===== config.mk =====
export PLATFORM = sky130hd
export DESIGN_NAME = alu_issue_ctrl_flat
export DESIGN_NICKNAME = d
export VERILOG_FILES = /design/src/rtl/alu_issue_ctrl_if.sv /design/src/rtl/alu_issue_ctrl.sv /design/src/flat_wrapper.sv
export SDC_FILE = /design/constraint.sdc
export NUM_CORES = 1
export LEC_CHECK = 0
export ABC_AREA = 1
export ABC_CLOCK_PERIOD_IN_PS = 1700
export BUFFER_PORTS_ARGS = -buffer_cell sky130_fd_sc_hd__buf_2
export CAP_MARGIN = 5
export CORE_UTILIZATION = 58
export DETAILED_ROUTE_END_ITERATION = 6
export PLACE_DENSITY_LB_ADDON = 0.25
export SLEW_MARGIN = 20
export SYNTH_ARGS = -nofsm -noshare
export SYNTH_HDL_FRONTEND = slang
export SYNTH_SLANG_ARGS = --single-unit

===== constraint.sdc =====
create_clock -name clk -period 1.7 [get_ports clk]
set_input_delay 0.17 -clock clk [delete_from_list [all_inputs] [get_ports clk]]
set_output_delay 0.17 -clock clk [all_outputs]
set_load 0.01 [all_outputs]

===== src/rtl/alu_issue_ctrl_if.sv =====
// Command, ALU-drive and result bundle of the ALU issue controller.
// The slave side is the controller; the master side is the upstream
// command source together with the downstream ALU and result consumer.
interface alu_issue_ctrl_if;
  // Command handshake
  logic       cmd_valid;
  logic       cmd_ready;
  logic [3:0] cmd_op;
  logic [2:0] cmd_rd;
  logic [2:0] cmd_ra;
  logic [2:0] cmd_rb;
  logic       cmd_imm_en;
  logic [7:0] cmd_imm;

  // Drive to and result from the registered ALU
  logic [3:0] alu_op;
  logic [7:0] alu_in1;
  logic [7:0] alu_in2;
  logic [7:0] alu_out;
  logic       alu_carry;
  logic       alu_ovf;

  // Completion report
  logic       res_valid;
  logic [7:0] res_data;
  logic       res_carry;
  logic       res_ovf;
  logic [2:0] res_rd;
  logic       res_err;

  modport master (
    output cmd_valid, cmd_op, cmd_rd, cmd_ra, cmd_rb, cmd_imm_en, cmd_imm,
    input  cmd_ready,
    input  alu_op, alu_in1, alu_in2,
    output alu_out, alu_carry, alu_ovf,
    input  res_valid, res_data, res_carry, res_ovf, res_rd, res_err
  );

  modport slave (
    input  cmd_valid, cmd_op, cmd_rd, cmd_ra, cmd_rb, cmd_imm_en, cmd_imm,
    output cmd_ready,
    output alu_op, alu_in1, alu_in2,
    input  alu_out, alu_carry, alu_ovf,
    output res_valid, res_data, res_carry, res_ovf, res_rd, res_err
  );
endinterface


===== src/rtl/alu_issue_ctrl.sv =====
// ALU issue controller: accepts one register-based command at a time, drives
// a registered ALU for one cycle, captures its result into an 8x8 register
// file and reports completion with a one-cycle pulse.
module alu_issue_ctrl (
  input  logic               clk,
  input  logic               rst,
  alu_issue_ctrl_if.slave    bus,
  input  logic [2:0]         dbg_rsel,
  output logic [7:0]         dbg_rdata
);

  typedef enum logic [1:0] {
    StIdle,
    StIssue,
    StCapture
  } state_e;

  state_e     state_q, state_d;
  // Low until the first edge after reset release, so cmd_ready stays low in reset.
  logic       live_q;

  logic [7:0] regs_q [8];

  logic [3:0] alu_op_q;
  logic [7:0] alu_in1_q;
  logic [7:0] alu_in2_q;

  logic [2:0] rd_q;
  logic       err_q;

  logic       res_valid_q;
  logic [7:0] res_data_q;
  logic       res_carry_q;
  logic       res_ovf_q;
  logic [2:0] res_rd_q;
  logic       res_err_q;

  logic       cmd_ready;
  logic       accept;
  logic       capture;
  logic       illegal_op;
  logic       wr_en;
  logic [7:0] ra_val;
  logic [7:0] rb_val;

  // Opcodes 14 and 15 are accepted but never reach the ALU.
  assign illegal_op = (bus.cmd_op == 4'b1110) || (bus.cmd_op == 4'b1111);

  // R0 is hardwired to zero on every read port.
  assign ra_val    = (bus.cmd_ra == 3'd0) ? 8'd0 : regs_q[bus.cmd_ra];
  assign rb_val    = (bus.cmd_rb == 3'd0) ? 8'd0 : regs_q[bus.cmd_rb];
  assign dbg_rdata = (dbg_rsel == 3'd0)   ? 8'd0 : regs_q[dbg_rsel];

  assign wr_en = capture && !err_q && (rd_q != 3'd0);

  // Next-state and handshake decode.
  always_comb begin
    state_d   = state_q;
    cmd_ready = 1'b0;
    accept    = 1'b0;
    capture   = 1'b0;
    unique case (state_q)
      StIdle: begin
        cmd_ready = live_q;
        accept    = live_q && bus.cmd_valid;
        if (accept) begin
          state_d = StIssue;
        end
      end
      StIssue: begin
        // Operands held so the ALU samples them at the end of this cycle.
        state_d = StCapture;
      end
      StCapture: begin
        capture = 1'b1;
        state_d = StIdle;
      end
      default: begin
        state_d = StIdle;
      end
    endcase
  end

  // State register and post-reset ready enable.
  always_ff @(posedge clk or negedge rst) begin
    if (!rst) begin
      state_q <= StIdle;
      live_q  <= 1'b0;
    end else begin
      state_q <= state_d;
      live_q  <= 1'b1;
    end
  end

  // Latch the command and the ALU drive on acceptance.
  always_ff @(posedge clk or negedge rst) begin
    if (!rst) begin
      alu_op_q  <= 4'd0;
      alu_in1_q <= 8'd0;
      alu_in2_q <= 8'd0;
      rd_q      <= 3'd0;
      err_q     <= 1'b0;
    end else if (accept) begin
      rd_q  <= bus.cmd_rd;
      err_q <= illegal_op;
      // An illegal opcode leaves the ALU drive untouched.
      if (!illegal_op) begin
        alu_op_q  <= bus.cmd_op;
        alu_in1_q <= ra_val;
        alu_in2_q <= bus.cmd_imm_en ? bus.cmd_imm : rb_val;
      end
    end
  end

  // Register file write-back from the ALU result.
  always_ff @(posedge clk or negedge rst) begin
    if (!rst) begin
      for (int i = 0; i < 8; i++) begin
        regs_q[i] <= 8'd0;
      end
    end else if (wr_en) begin
      regs_q[rd_q] <= bus.alu_out;
    end
  end

  // Completion pulse and held result fields.
  always_ff @(posedge clk or negedge rst) begin
    if (!rst) begin
      res_valid_q <= 1'b0;
      res_data_q  <= 8'd0;
      res_carry_q <= 1'b0;
      res_ovf_q   <= 1'b0;
      res_rd_q    <= 3'd0;
      res_err_q   <= 1'b0;
    end else begin
      res_valid_q <= capture;
      if (capture) begin
        res_data_q  <= err_q ? 8'd0 : bus.alu_out;
        res_carry_q <= err_q ? 1'b0 : bus.alu_carry;
        res_ovf_q   <= err_q ? 1'b0 : bus.alu_ovf;
        res_rd_q    <= rd_q;
        res_err_q   <= err_q;
      end
    end
  end

  assign bus.cmd_ready = cmd_ready;
  assign bus.alu_op    = alu_op_q;
  assign bus.alu_in1   = alu_in1_q;
  assign bus.alu_in2   = alu_in2_q;
  assign bus.res_valid = res_valid_q;
  assign bus.res_data  = res_data_q;
  assign bus.res_carry = res_carry_q;
  assign bus.res_ovf   = res_ovf_q;
  assign bus.res_rd    = res_rd_q;
  assign bus.res_err   = res_err_q;

`ifndef SYNTHESIS
  // A completion pulse never lasts two cycles.
  a_pulse_single: assert property (@(posedge clk) disable iff (!rst)
    res_valid_q |=> !res_valid_q);
  // Commands are only taken in the idle state.
  a_accept_idle: assert property (@(posedge clk) disable iff (!rst)
    accept |-> (state_q == StIdle));
  // R0 storage is never written.
  a_r0_zero: assert property (@(posedge clk) disable iff (!rst)
    regs_q[0] == 8'd0);
`endif

endmodule

===== src/flat_wrapper.sv =====
// flat-port wrapper written by rule: the top's interface ports become plain ports
module alu_issue_ctrl_flat 
  (clk, rst, dbg_rsel, dbg_rdata, bus_cmd_valid, bus_cmd_op, bus_cmd_rd, bus_cmd_ra, bus_cmd_rb, bus_cmd_imm_en, bus_cmd_imm, bus_cmd_ready, bus_alu_op, bus_alu_in1, bus_alu_in2, bus_alu_out, bus_alu_carry, bus_alu_ovf, bus_res_valid, bus_res_data, bus_res_carry, bus_res_ovf, bus_res_rd, bus_res_err);
  alu_issue_ctrl_if bus_i ();
  input  logic clk;
  input  logic rst;
  input  logic [2:0] dbg_rsel;
  output logic [7:0] dbg_rdata;
  input wire logic [$bits(bus_i.cmd_valid)-1:0] bus_cmd_valid;
  input wire logic [$bits(bus_i.cmd_op)-1:0] bus_cmd_op;
  input wire logic [$bits(bus_i.cmd_rd)-1:0] bus_cmd_rd;
  input wire logic [$bits(bus_i.cmd_ra)-1:0] bus_cmd_ra;
  input wire logic [$bits(bus_i.cmd_rb)-1:0] bus_cmd_rb;
  input wire logic [$bits(bus_i.cmd_imm_en)-1:0] bus_cmd_imm_en;
  input wire logic [$bits(bus_i.cmd_imm)-1:0] bus_cmd_imm;
  output wire logic [$bits(bus_i.cmd_ready)-1:0] bus_cmd_ready;
  output wire logic [$bits(bus_i.alu_op)-1:0] bus_alu_op;
  output wire logic [$bits(bus_i.alu_in1)-1:0] bus_alu_in1;
  output wire logic [$bits(bus_i.alu_in2)-1:0] bus_alu_in2;
  input wire logic [$bits(bus_i.alu_out)-1:0] bus_alu_out;
  input wire logic [$bits(bus_i.alu_carry)-1:0] bus_alu_carry;
  input wire logic [$bits(bus_i.alu_ovf)-1:0] bus_alu_ovf;
  output wire logic [$bits(bus_i.res_valid)-1:0] bus_res_valid;
  output wire logic [$bits(bus_i.res_data)-1:0] bus_res_data;
  output wire logic [$bits(bus_i.res_carry)-1:0] bus_res_carry;
  output wire logic [$bits(bus_i.res_ovf)-1:0] bus_res_ovf;
  output wire logic [$bits(bus_i.res_rd)-1:0] bus_res_rd;
  output wire logic [$bits(bus_i.res_err)-1:0] bus_res_err;
  assign bus_i.cmd_valid = bus_cmd_valid;
  assign bus_i.cmd_op = bus_cmd_op;
  assign bus_i.cmd_rd = bus_cmd_rd;
  assign bus_i.cmd_ra = bus_cmd_ra;
  assign bus_i.cmd_rb = bus_cmd_rb;
  assign bus_i.cmd_imm_en = bus_cmd_imm_en;
  assign bus_i.cmd_imm = bus_cmd_imm;
  assign bus_cmd_ready = bus_i.cmd_ready;
  assign bus_alu_op = bus_i.alu_op;
  assign bus_alu_in1 = bus_i.alu_in1;
  assign bus_alu_in2 = bus_i.alu_in2;
  assign bus_i.alu_out = bus_alu_out;
  assign bus_i.alu_carry = bus_alu_carry;
  assign bus_i.alu_ovf = bus_alu_ovf;
  assign bus_res_valid = bus_i.res_valid;
  assign bus_res_data = bus_i.res_data;
  assign bus_res_carry = bus_i.res_carry;
  assign bus_res_ovf = bus_i.res_ovf;
  assign bus_res_rd = bus_i.res_rd;
  assign bus_res_err = bus_i.res_err;
  alu_issue_ctrl u_core (.clk(clk), .rst(rst), .bus(bus_i), .dbg_rsel(dbg_rsel), .dbg_rdata(dbg_rdata));
endmodule

==> results of run 1 <==
-- repair_timing --
action / 4_1_cts / 5_1_grt
gates cloned: 0 / 0
hold buffers: 7 / 0
endpoints found under the setup margin: 1 / 16
resized for setup: 1 / 20
hold endpoints to repair: 33 / 0
pin swaps: 0 / 1
setup buffers: 1 / 9
-- sequential cells by signal, indices dropped and copies added (netlist names) --
| name | flops |
|---|---|
| u_core.bus.alu_in1 | 8 |
| u_core.bus.alu_in2 | 8 |
| u_core.bus.alu_op | 4 |
| u_core.bus.res_carry | 1 |
| u_core.bus.res_data | 8 |
| u_core.bus.res_err | 1 |
| u_core.bus.res_ovf | 1 |
| u_core.bus.res_rd | 3 |
| u_core.bus.res_valid | 1 |
| u_core.err_q | 1 |
| u_core.live_q | 1 |
| u_core.rd_q | 3 |
| u_core.regs_q | 63 |
| u_core.state_q | 2 |
-- per-layer routing --
metal	wire [um]	part of all wire [%]	GRT usage [%]
met1	7150	42	49.2
met2	7770	45	56.0
met4	643	3.8	14.0
met5	0	0	0
met3	1550	9.1	7.56
-- cell families (layout without fill, tap and decap cells) --
group	after synthesis	in the layout	share of synthesized area, %
and+or+nand+nor	350	350	26.6
AOI/OAI and AO/OA	187	187	18.2
buffers and inverters	109	195	8.86
DFF	105	105	46.3
other	1	1	0.0661
-- cell type report --
class	count	area share, %
Clock buffer	10	2.11
Clock inverter	6	1.04
Inverter	62	3.57
Multi-Input combinational cell	538	39.4
Sequential cell	105	40.3
Tap cell	129	2.48
Timing Repair Buffer	117	11.1
-- final timing paths --
| kind | start | to | slack (ns) | depth (start not counted) |
|---|---|---|---|---|
| worst max-delay path | u_core.regs_q[52]$_DFFE_PN0P_ | dbg_rdata[4] | 0.009 | 7 |
| worst min-delay path | bus_cmd_op[2] | u_core.bus.alu_op[2]$_DFFE_PN0P_ | 0.004 | 3 |
| worst max register to register | u_core.state_q[0]$_DFFE_PN0P_ | u_core.regs_q[55]$_DFFE_PN0P_ | 0.08 | 6 |
| worst min register to register | u_core.regs_q[60]$_DFFE_PN0P_ | u_core.regs_q[60]$_DFFE_PN0P_ | 0.39 | 0 |
| max in group asynchronous | rst | u_core.regs_q[1]$_DFFE_PN0P_ | 0.82 | 3 |
| min in group asynchronous | rst | u_core.bus.alu_op[1]$_DFFE_PN0P_ | 0.27 | 2 |
-- layout by cell type (no fill, tap or decap) --
cell type and instances:
nand3_1 33, buf_2 80, nor2_1 62, o21ai_2 11
buf_12 2, o211ai_1 13, nor2_8 1, nand2_2 2
inv_1 52, dfrtp_1 105, a21oi_2 3, a31oi_1 7
o22a_1 1, nand2_1 240, dlygate4sd3_1 7, inv_8 3
o21ai_0 60, buf_4 28, conb_1 1, o22ai_1 1
nor3_1 2, clkbuf_8 10, inv_2 10, clkinv_4 1
or2_2 1, nand4_4 7, a21oi_1 31, nand2_4 1
inv_6 1, a22o_1 2, o21ai_1 58, nor2_4 1
clkinv_8 1
-- per-stage QoR --
step	hold WS [ns]	setup WS, ns	utilization, %
2_1_floorplan	-0.126	0.381	-
3_3_place_gp	0.122	0.181	65.5
3_5_place_dp	0.130	0.112	65.5
4_1_cts	0.000643	0.00242	68.6
5_1_grt	0.0130	-0.0904	69.5
6_report	0.00375	0.00915	69.5
-- critical path, delay by kind of cell (launching register included) --
family | cells | cell delay, ns
flops | 1 | 0.42
compound gates | 3 | 0.35
buf+inv | 2 | 0.21
simple gates | 2 | 0.15
-- power by group through the flow --
stage,logic (uW),registers [uW],clock network [uW]
6_report,2900,4240,1610
3_5_place_dp,2630,4230,0
2_1_floorplan,1700,4040,0
5_1_grt,3250,4320,1700
3_3_place_gp,2560,4210,0
4_1_cts,2690,4170,1620
==> run summary, run 1 <==
Adding up every negative setup slack in the final design gives 0 ns. Most area-hungry cell type in the Yosys netlist: dfrtp_1. The flop and latch count out of synthesis is 105. For this design, the slowest cell found on the critical path is dfrtp_1.

The logs give 33.1% for the fraction of power consumed by combinational cells and 48.4% for the portion of total power attributed to sequential cells. For the total power, the log shows 8760 uW. For this run, asynchronously set or reset flops after synthesis account for 100%.

The run gives 47 as the maximum number of pins on one net before global-route repair. The initial antenna violation count was 0; the floorplan die area was 10,200 um2. Yosys instantiated no cell more often than nand2_1.

The top cell type by area accounts for 46.3% of the synthesized area. The commonest cells after synthesis are nand2_1 (240), dfrtp_1 (105), o21ai_0 (73). Once the floorplan was initialized, standard cells occupied 60.6% of the core.

Floorplan die width: 101 um. The area of the core region is 9370 um2, and the post-route minimum period is 1.69 ns. After detailed routing, the total wire length is 17,100 um. The most numerous cell type found on the critical path is nand2_1.

Setup repair after global routing could not meet its margin everywhere. Relative to the synthesized area, the layout overhead comes to 14.7%. A synthesized cell averages 7.55 um2.

The register area is 2630 um2, and the violation count after the first detailed-route iteration is 491. In this run the clock root is driven by a clkbuf_8. The clock reaches the later pin of the worst-skew pair after 0.39 ns.

Across the run, the number of max-cap violations was 0. Yosys mapped a number of flops with a built-in enable equal to 0. 82 I/O pins were placed. The number of port buffers is 81, and the final estimated routing congestion in global placement is 1.07. The clock passes through at most 2 buffers. For the sequential share of the synthesized area, the log shows 46.3%. The logs give 12,200 um for the final HPWL from detailed placement and 0 for the final antenna-violating net count. The via count of the first global-routing pass is 5,177. The delay contributed by the slowest stage of the critical path was 0.42 ns. In the synthesized netlist the dominant register cell turns out to be dfrtp_1.

Yosys printed 0 warnings. The required time at the endpoint of the critical path was 1.53 ns. The multi-input combinational cells in the finished layout cover a total of 2560 um2. Setup violations remaining at the end of the flow were counted as 0.

STA classifies the critical path startpoint as a flip-flop. The proportion of layout cells with a drive suffix above 1 is 19.5%. The worst setup path is captured at an output pin. The clock network accounts for 18.4% of the total power.

In this run the worst path has a maximum fanout of 2. The switching share of power was 41.2%. Number of standard cells in the final layout excluding fillers: 967. The first global-routing pass estimated 27,100 um of wire. For the internal power summed over all cells, the log shows 5150 uW. The clock net sink count came out at 105. The min-delay analysis places its worst path in the category in -> reg. Yosys mapped the design onto 27 distinct sky130hd cell types.

Once placement completed, the tool counted placed cells totaling 934. The vertical die dimension works out to 101 um. The final layout contains 871 nets.

Across the VDD grid, the largest voltage drop is 0.689 mV. In the final routed layout, each cell accounts on average for 17.7 um. Clock-pin slew was measured on the worst setup and hold paths at 0.12 ns. The post-place instance area was 6140 um2; the cell area after layout was 6510 um2.

Number of diodes added for antenna fixing: 0. The run finished with clean final reports. The analysis attributes to cell leakage a power of 0.00347 uW. The total nets after synthesis is 790, and the power density over the cells is 1350 nW/um2. After synthesis, the cell types taking the most area are dfrtp_1 (46%), nand2_1 (16%), o21ai_0 (6.4%). The post-route fraction of the period consumed by the critical path came out at 99.5%.

The H-tree was split into 3 levels. TritonCTS built the clock tree. For the number of buffers created by CTS, the log shows 9. Number of pins with negative max-slew slack in the final report: 0. Counting the fill cells in the layout gives 824.

The final hold violation count is 0. The detailed router placed 5,572 vias in this run. The per-cell via count in the routed design was 5.76; the headroom to the max-slew limit was 64.0%. Worst-case clock skew: 0.0174 ns. The run gives 35.9% as the total routing usage reported by global routing. The arrival time reported for the critical path endpoint is 1.52 ns. Derived from the worst setup path, the maximum achievable clock frequency is 591 MHz. Walking the worst path, the cells encountered are inv_2 > a21oi_1 > o21ai_0 > o21ai_1 > nand2_1 > nand2_1 > buf_2.

The critical path in this run is classified as reg -> out. For the pin with the worst max-slew slack, the measured transition is 0.540 ns. The logs give 0 for the final routed DRC violation total and 752 for the post-synthesis instance total. After synthesis the cells add up to 5680 um2. The first detailed-routing pass ran for 5 iterations.

The number of core rows was 35; the total congestion overflow was 0. For this design the total switching power over the nets is 3610 uW.
Power figures use the tool's default switching activity.
==> run 2, diff against run 1 <==
ABC_CLOCK_PERIOD_IN_PS = 1400   (was 1700)
CORE_UTILIZATION = 52   (was 58)
clock period = 1.4 ns   (was 1.7 ns; I/O delays follow)
==> run 2 against run 1 <==
  * The flow now finishes with violations (setup timing)
  * Sequential power increased by 22%
  * Sequential cell count unchanged
  * Design area rose by 15%
  * Via count rose by 9.4%
  * Sequential share of layout area decreased by 5.0 points
  * Die area increased by 11%
  * Combinational power grew 68%
  * Critical path depth down 2
  * Register-to-register slack worse by 0.20 ns
  * Final cell count rose by 6.6%
  * Clock skew shrank 0.0053 ns
  * First-iteration DRC count up 86%
  * Largest cell class is now multi-input gates
  * Highest routed layer unchanged
==> run summary, run 2 (same netlist as run 1, synthesis figures left out) <==
For the clock insertion delay at the later pin of the skew report, the log shows 0.38 ns. The startpoint identified for the worst hold timing path is bus_cmd_imm[1]. The initial antenna violation count was 0; the worst-case clock skew was 0.0121 ns. At the placement stage, the worst setup path has a slack of -0.0292 ns.

Once layout is done, the placed cells without fillers occupy 7460 um2. The initial utilization of the core area, before any placement, comes to 54.2%. In the final routing, the length of wire on met1 measures 7940 um. Static timing analysis puts the maximum clock frequency at 582 MHz. The final HPWL from detailed placement is 12,100 um. Post-place instance area: 6380 um2. Entering global routing, the biggest net connects 38 pins. Clock-pin slew was measured on the worst setup and hold paths at 0.10 ns. The cell family contributing the most delay on the critical path is flip-flops.

Summed over all nets, wire length on met2 after detailed routing comes to 8980 um. The most critical setup path has its startpoint at u_core.regs_q[2]$_DFFE_PN0P_. In this run the clock root is driven by a clkbuf_8. The run gives -3.15 ns as the aggregate negative setup slack. Floorplan die width: 106 um.

Number of buffers and inverters on the critical path: 1. The routed wire length per instance is 19.7 um, and the proportion of layout cells with a drive suffix above 1 is 31.3%. In this run the vertical extent of the chip is 106 um.

The synthesis-to-layout area growth is 31.4%. The largest fanout of any net on the critical path was 3. Setup violations remaining at the end of the flow were counted as 52. The clock net in this run drives a total of 105 sinks. Fill cells in the final layout number 827. Traced cell by cell, the critical path runs through o21ai_0 > nand2_1 > nand2_1 > nand2_1 > buf_2. The region available for standard cell placement spans 10,500 um2. The detailed router finished its first iteration with 911 violations.

For the final antenna-violating net count, the log shows 0. The worst setup path is captured at an output pin. The largest register by flop count is u_core.regs_q. The type of the worst setup path is reg -> out. The library cell used most frequently in the layout, excluding fill and tap cells, is nand2_1.

For this run the aggregate overflow at the end of global routing stands at 0. The first global-routing pass estimated 28,700 um of wire. 82 I/O pins were placed.

After detailed routing, the number of vias per cell comes to 5.91. The H-tree was split into 3 levels. The final net count is 928, and the required time at the endpoint of the critical path is 1.26 ns. For the maximum clock path buffer count, the log shows 2. The worst register-to-register path begins at u_core.state_q[0]$_DFFE_PN0P_.

The final route contains 6,093 vias. The checks that failed: setup timing. The run finished, with violations left. The tool flagged a number of max-cap violations equal to 0. The floorplan die area is 11,300 um2, and the final estimated routing congestion in global placement is 0.967. The tools report the startpoint kind of the worst setup timing path as a flip-flop.

The flip-flop count of the largest register after layout came out at 63. The library cells used most frequently in the layout, excluding fill and tap cells, are nand2_1 (203), dfrtp_1 (101), buf_2 (79). The class of the tightest hold or removal check was in -> reg. The number of buffers created by CTS is 9. In the detailed route, the total length drawn on met3 is 2520 um. For the final setup slack of the worst path, the log shows -0.319 ns. The via count of the first global-routing pass was 5,346; the post-route minimum period was 1.72 ns. Across every metal layer, demand over resource in global routing totals 33.4%. The number of placed instances, taps included, is 957. The first-pass iteration count of the detailed router is 6, and the number of standard cells in the final layout excluding fillers is 1,031. The worst path uses 123% of the clock period. The final routed DRC violation total was 0. For this design the static power due to leakage is 0.00385 uW.

Setup repair after global routing could not meet its margin everywhere. The tools report the wire length after detailed routing as 20,300 um. The final hold violation count was 0; the power density over the cells was 1610 nW/um2. The uppermost layer routed was met4. The run gives 71.3% as the final design utilization.

At the pin with the least slew margin, the transition time is 0.731 ns. The arrival time reported for the critical path endpoint was 1.58 ns. TritonCTS built the clock tree.

The library cell contributing the largest single delay on the critical path is dfrtp_1. The number of port buffers was 81; the delay contributed by the slowest stage of the critical path was 0.47 ns. The most prevalent standard cell on the critical path was nand2_1. The worst-case vdd ir drop is 0.920 mV, and the number of pins with negative max-slew slack in the final report is 0. The number of antenna diodes in the final layout is 0.

Row generation in the floorplan step produced 37 rows. The tools report the headroom to the max-slew limit as 51.3%.
## run 2: cell types whose count changed in the layout (fill, tap and decap cells not counted), sizes merged
cell and delta:
inv -4, clkbuf +5, nand4 +1, clkinv +1
buf +49, dlygate4sd3 +3, bufinv +1, clkinvlp +1
## run 2: what timing repair did
| item | in CTS | in global routing |
|---|---|---|
| gates resized for setup | 21 | 94 |
| endpoints found under the setup margin | 25 | 61 |
| buffers inserted | 28 | 15 |
| hold buffers | 10 | 0 |
| endpoints found under the hold margin | 49 | 0 |
| pin swaps | 6 | 9 |
| cloned | 0 | 5 |
## run 2: worst reg2reg max path, delay by kind of cell, from the launching register on
kind | cells | cell delay, ns
flops | 1 | 0.40
buf+inv | 3 | 0.42
simple gates | 4 | 0.50
compound gates | 1 | 0.06
## run 2: path summary, 6_finish.rpt
kind	to	slack, ns	cells past startpoint
setup / recovery	dbg_rdata[2]	-0.32	5
hold / removal	u_core.bus.alu_in2[1]$_DFFE_PN0P_	0.09	5
setup reg to reg	u_core.regs_q[28]$_DFFE_PN0P_	-0.12	8
hold reg to reg	u_core.regs_q[61]$_DFFE_PN0P_	0.40	0
max in group asynchronous	u_core.regs_q[45]$_DFFE_PN0P_	0.63	3
min in group asynchronous	u_core.bus.alu_op[0]$_DFFE_PN0P_	0.23	2
## run 2: metrics by stage
stage | hold WS, ns | total power [uW]
3_5_place_dp | 0.0886 | 8420
2_1_floorplan | -0.156 | 6960
3_3_place_gp | 0.0854 | 8290
5_1_grt | 0.107 | 12500
4_1_cts | 0.0869 | 10900
6_report | 0.0913 | 12000
## run 2: cell type report
| cell class | instances | area (um2) | area share [%] |
|---|---|---|---|
| Clock inverter | 5 | 56.3 | 0.755 |
| Clock buffer | 11 | 131 | 1.76 |
| Sequential cell | 105 | 2630 | 35.3 |
| Inverter | 62 | 235 | 3.15 |
| Tap cell | 136 | 170 | 2.28 |
| Multi-Input combinational cell | 539 | 2820 | 37.8 |
| Timing Repair Buffer | 173 | 1410 | 18.9 |
## run 2: per-layer routing
| layer | track usage, % | vias to the layer above |
|---|---|---|
| met5 | 0 | - |
| met4 | 12.5 | 0 |
| met3 | 6.74 | 102 |
| met2 | 50.5 | 471 |
| met1 | 47.5 | 2794 |
| li1 | - | 2726 |
## run 2: power breakdown
group          switching [uW]  internal [uW]  total, uW
sequential               1140           4060       5190
clock                    1090            828       1920
combinational            2650           2210       4860
